### config.mk
export PLATFORM = sky130hd
export DESIGN_NAME = i_cache_ctrl
export DESIGN_NICKNAME = d
export VERILOG_FILES = /design/src/rtl/i_cache_ctrl.sv
export SDC_FILE = /design/constraint.sdc
export NUM_CORES = 1
export LEC_CHECK = 0
export BUFFER_PORTS_ARGS = -buffer_cell sky130_fd_sc_hd__clkbuf_2
export CORE_ASPECT_RATIO = 0.9
export CORE_MARGIN = 1.5
export CORE_UTILIZATION = 35
export DETAILED_ROUTE_END_ITERATION = 8
export PLACE_DENSITY_LB_ADDON = 0.05
export SLEW_MARGIN = 20
export SYNTH_ARGS = -nofsm -noshare
export SYNTH_HDL_FRONTEND = slang
export SYNTH_SLANG_ARGS = --single-unit
export TNS_END_PERCENT = 1
### constraint.sdc
create_clock -name CLK -period 9.05 [get_ports CLK]
set_clock_uncertainty 0.2 [all_clocks]
set_input_delay 1.81 -clock CLK [delete_from_list [all_inputs] [get_ports CLK]]
set_output_delay 1.81 -clock CLK [all_outputs]
set_load 0.02 [all_outputs]
### src/rtl/i_cache_ctrl.sv
// i_cache_ctrl: direct-mapped read-only instruction cache, 8 sets x 16-byte blocks
// Ports: CLK rising-edge clock; RESET async active-high reset;
//   READ_EN/ADDR CPU fetch request; INSTR/BUSYWAIT fetched word and CPU stall;
//   MEM_READ/MEM_ADDR block-read request; MEM_BUSYWAIT/MEM_READDATA memory stall and block.
module i_cache_ctrl (
   input  logic         CLK,
   input  logic         RESET,
   input  logic         READ_EN,
   input  logic [31:0]  ADDR,
   output logic [31:0]  INSTR,
   output logic         BUSYWAIT,
   output logic         MEM_READ,
   output logic [27:0]  MEM_ADDR,
   input  logic         MEM_BUSYWAIT,
   input  logic [127:0] MEM_READDATA
);
   typedef enum logic [1:0] {IDLE, FETCH, UPDATE} state_t;
   state_t state, state_nx;
   logic [7:0] valid;
   logic [24:0] tags [8];
   logic [127:0] blocks [8];
   logic [24:0] tag;
   logic [2:0] index;
   logic [1:0] offset;
   logic hit, miss;
   logic unused_byte_sel;
   assign tag = ADDR[31:7];
   assign index = ADDR[6:4];
   assign offset = ADDR[3:2];
   assign unused_byte_sel = ^ADDR[1:0];
   assign hit = READ_EN & valid[index] & (tags[index] == tag);
   assign miss = READ_EN & ~hit;
   assign INSTR = blocks[index][{offset, 5'd0} +: 32];
   assign MEM_ADDR = ADDR[31:4];
   always_ff @(posedge CLK or posedge RESET)
      if (RESET) state <= IDLE;
      else state <= state_nx;
   always_comb begin
      state_nx = IDLE;
      BUSYWAIT = 1'b1;
      MEM_READ = 1'b0;
      if (state == IDLE) begin
         BUSYWAIT = miss;
         state_nx = miss ? FETCH : IDLE;
      end else if (state == FETCH) begin
         MEM_READ = 1'b1;
         state_nx = MEM_BUSYWAIT ? FETCH : UPDATE;
      end
   end
   // Only the valid bits are reset; a stale tag/data pair is harmless while its set is invalid.
   always_ff @(posedge CLK or posedge RESET)
      if (RESET) valid <= '0;
      else if (state == UPDATE) valid[index] <= 1'b1;
   always_ff @(posedge CLK)
      if (state == UPDATE) begin
         tags[index] <= tag;
         blocks[index] <= MEM_READDATA;
      end
endmodule

; Word level (Yosys, flattened, before mapping)
; Memories as Yosys holds them, arrays and structs flattened.
; Cells that the tools add are included.
[op_classes]
order_cmp = 2
eq_ne = 3
shift = 1
mux = 13
n_bitwise = 5
n_reduce_logical = 2
[ops]
columns = cell, n
row1 = 128-bit by 8-bit variable part select with 32-bit output, 1
row2 = 25-bit == test, 1
row3 = 1-bit 2-to-1 mux, 8
row4 = 8-bit bitwise OR, 1
row5 = 2-bit 2-to-1 mux, 3
row6 = "3-bit by 4-bit less-than comparator with 1-bit output, second input constant", 1
row7 = 1-bit AND, 3
row8 = 1-bit binary-select mux with 3-bit select, 1
row9 = 1-bit demux with 3-bit select, 1
row10 = "3-bit by 1-bit >= comparator with 1-bit output, second input constant", 1
row11 = "2-bit by 1-bit == test with 1-bit output, second input constant", 1
row12 = "2-bit == test, second input constant", 1
row13 = 2-bit zero test, 1
row14 = 1-bit logical AND, 1
row15 = 1-bit inverter, 1
[word_totals]
ff_bits = 10
mem_bits_rw = 1224
wordCells = 30
memories = 2
[memory_table]
columns = memory, depth, width, read_ports, rd_ports_with_merged_regs, wr, line
row1 = blocks, 8, 128, 1, 0, 1, 21  ; logic [127:0] blocks [8];
row2 = tags, 8, 25, 1, 0, 1, 20  ; logic [24:0] tags [8];

; Longest topological paths before layout
[depth]
ltp_word = 8
mapped_depth = 10

; Least setup slack after synthesis
; No wires, ideal clock.
[synth_path]
kind = input to register
start = input ADDR[6]
end = register valid[3]
setup_time_ns = 0.106
arrival_ns = 10.408
t_required_ns = 8.744
slack_ns = -1.664
stages = 8
path_cell_list = buf_2 -> buf_2 -> buf_2 -> buf_1 -> clkbuf_1 -> or3b_2 -> nor2_1 -> or2_2
[synth_via]
elab_chain_cells = 5
[synth_lines]
columns = item, line
row1 = from (decl), 9  ; input logic [31:0] ADDR,
row2 = 3-bit by 4-bit less-than comparator with 1-bit output (implied by the code) / 3-bit by 1-bit >= comparator with 1-bit output (equally long branches), 53  ; else if (state == UPDATE) valid[index] <= 1'b1;
row3 = 1-bit logical AND (implied by the code), 53
row4 = 1-bit 2-to-1 mux (implied by the code), 53
row5 = 1-bit demux with 3-bit select (*), 53
row6 = 8-bit bitwise OR (no source line) (*), -
row7 = to (signal assigned), 52  ; if (RESET) valid <= '0;
row8 = "to (signal, indexed assignment)", 53
row9 = to (decl), 19  ; logic [7:0] valid;
; Every way passes the cells marked *; elsewhere a longest branch is shown, timed or not.
; A chain may end at the register's enable or synchronous reset.

; Worst setup path in the final report
[layout_path]
start = input ADDR[6]
end = output BUSYWAIT
[layout_via]
elab_chain_cells = 7
[layout_lines]
columns = item, line
row1 = branches (longest 3 deep; another with memory read 8 x 25 bit), -
row2 = 1-bit AND (*), 31  ; assign hit = READ_EN & valid[index] & (tags[index] == tag);
row3 = 1-bit inverter (*), 32  ; assign miss = READ_EN & ~hit;
row4 = 1-bit AND (*), 32
row5 = 1-bit 2-to-1 mux (*), 42  ; if (state == IDLE) begin
row6 = to (decl), 11  ; output logic BUSYWAIT,
; Mark *: on every way between the ends. The select of a mux whose other input is x is not followed.

==> metrics.txt <==
Clock Tree Buf Depth=3; Seq/Total Area, Yosys=0.7841; H-Tree Depth=4; Post-synth EDFFs=approximately 1200; Via-to-Cell Ratio=a little over 5; ANT nets after route=0; max frequency=0.1343 GHz; sw frac=0.2106; Layout Nets=between 2000 and 2500; Worst Setup End Kind=output port; hold_ws=between 0.2 and 0.3 ns; Starting Density=0.3536; Ports=226; GPL Wtd Cong=approximately 0.68; VDD IR-drop max=approximately 0.00014 V; GRT Total Usage=0.1652; Std-Cell Rows=127; vias post-DR=20612; distinct cell type count after synthesis=42; CP Depth=10; pin count of the biggest net entering global routing=just under 100; Comb power frac=0.057; number of synthesized register bits=between 1000 and 1500; Die H=approximately 350 um; WL final=roughly 110000 um; top cells by area, synth=edfxtp_1 78%, mux4_2 17%, mux2_2 1.2%, mux2i_1 0.78%, dfrtp_1 0.53%; sequential share of power=0.519; CP max-delay cell=buf_8; prevailing post-synth register cell=edfxtp_1; fin crit share=0.8228; Syn. warnings=0; commonest non-fill, non-tap cell in the layout=edfxtp_1; Area Overhead vs Synth=15.69%; run status=finished clean; FILL cells=11631; share of cells above drive strength 1=0.3717; top cell type's share of synthesized area=0.7787; asr flop ratio synth=0.008104; hpwl dp=58700 um; synthesized net count=2073; critical path's top delay family=buffers and inverters; Mapped Cells=~1900; pre-CTS WS=roughly 1.6 ns; first-pass GRT wire length=roughly 160000 um; fin crit period=7.447 ns; WP buf/inv=3; crit path kind=input port to output port; Pwr Density=approximately 230 nW/um^2; Avg Cell Area, Syn=24.72 um^2; most frequent cells in the layout=1224 x edfxtp_1, 348 x mux4_2, 219 x clkbuf_2; cells along the critical path=buf_8 -> buf_12 -> mux2_1 -> o22ai_1 -> nor3_1 -> nor3_2 -> nand4b_1 -> or4_1 -> a211o_1 -> clkbuf_2; Setup Viol. Count Final=0; area of the multi-input gates=approximately 9600 um^2; final hold vios=0; CTS sink cnt=between 1000 and 1500; clk_lat worst skew=~0.74 ns; WL/cell=roughly 28 um; Mapped Area=roughly 47000 um^2; final cell count without fillers=around 4000; CTS resizes=0; Cells after DPL=3786; post-route DRC violation count=0; setup repair bufs after CTS=0; Root Buffer=clkbuf_16; RSZ-0062 raised after global routing=false; PnR worst setup slack=around 1.6 ns; CTS buffer count=about 140; max_slew headroom=0.2755; Core Region=around 130000 um^2; hold bufs inserted after CTS=0; initial antenna violation count=21; reg2reg path depth=4; port bufs=between 200 and 250; grt total ovfl=0; Pre-Repair DR Iteration Count=5; Critical Path Max Stage Delay=0.61 ns; Starting DRT DRC Count=roughly 1300; CTS tree=yes; worst hold path type=flop to flop; CP startpoint kind=input port; Worst Path Required=~7.0 ns; Clock Power Share=0.424; Leak=~17 nW; P_sw=between 2 and 3 mW; Cell Int Power=approximately 9.8 mW; clock slew at reported path FFs=about 0.05 ns; crit path DAT=around 5.4 ns; Util after Layout=0.4091; area leader, netlist=edfxtp_1; vias in the first global route=22690; Total Die Area=~140000 um^2; Critical Path Fanout Max=a little under 100; Worst Tran Pin Value=~1.1 ns; Sequential cell area=roughly 37000 um^2; die width=around 390 um; Hold Path Cell Cnt=1; maxcap violations=0; Design Power=~12 mW; fin. max-slew vios=0
[synth_stat cells, drive strengths merged (2+ instances only)]
library cell  number
mux2i             37
mux4             348
and3               4
dfrtp             10
nand2b             3
o22ai             12
nand4              3
nor2               9
nor2b              4
o21a               5
nor3               8
or2                9
clkbuf            47
nand4b             2
edfxtp          1224
a21oi              5
buf               75
mux2              56
xor2              10
xnor2              4
nand2              8
o21ai              2
a22oi             11
[path summary, 6_finish.rpt]
path,start,end,slack [ns]
min in group asynchronous,RESET,state[0],0.83
min reg2reg,valid[4],valid[4],0.26
min,valid[4],valid[4],0.26
max reg2reg,state[1],blocks[2][127],5.62
max in group asynchronous,RESET,state[1],7.52
max,ADDR[6],BUSYWAIT,1.60
[per-layer routing]
metal / wire, um / global-route usage
met4: 2332 / 0.04590
met3: 5248 / 0.04046
met1: 46580 / 0.2074
met2: 57190 / 0.2849
met5: 129 / 0
[power groups by stage]
stage	Sequential (mW)	Combinational (mW)	Clock (mW)
after floorplan	6.56	0.438	0
after CTS	6.43	0.745	5.43
final	6.43	0.712	5.26
after global routing	6.44	0.778	5.63
after detailed placement	6.55	0.743	0
after global placement	6.54	0.732	0
[logic make-up after synthesis]
group,synth area share
multiplexers,0.1873
buffers and inverters,0.01331
XOR/XNOR,0.002598
AO/OA/AOI/OAI,0.005832
AND/OR/NAND/NOR,0.006946
flip-flops,0.7841
[area by class of cell]
cell class	instances	share of cell area
flip-flops and latches	1234	0.6777
multi-input cells	552	0.1763
clock buffers	184	0.06911
well taps	1741	0.03989
repair buffers	258	0.02812
clock inverters	63	0.008753
diodes	2	0.00009166
inverters	1	0.00006874
[registers in the layout (all words and copies together) (netlist names)]
name and flops:
tags 200, valid 8, state 2, blocks 1024
[metrics by stage]
stage,instance area [um^2],TNS (ns)
detailed placement,50350,0
global route,54600,0
floorplan,47200,-1673.49
finish,54600,0
global placement,50350,0
CTS,54600,0
(Power assumes the default switching activity.)
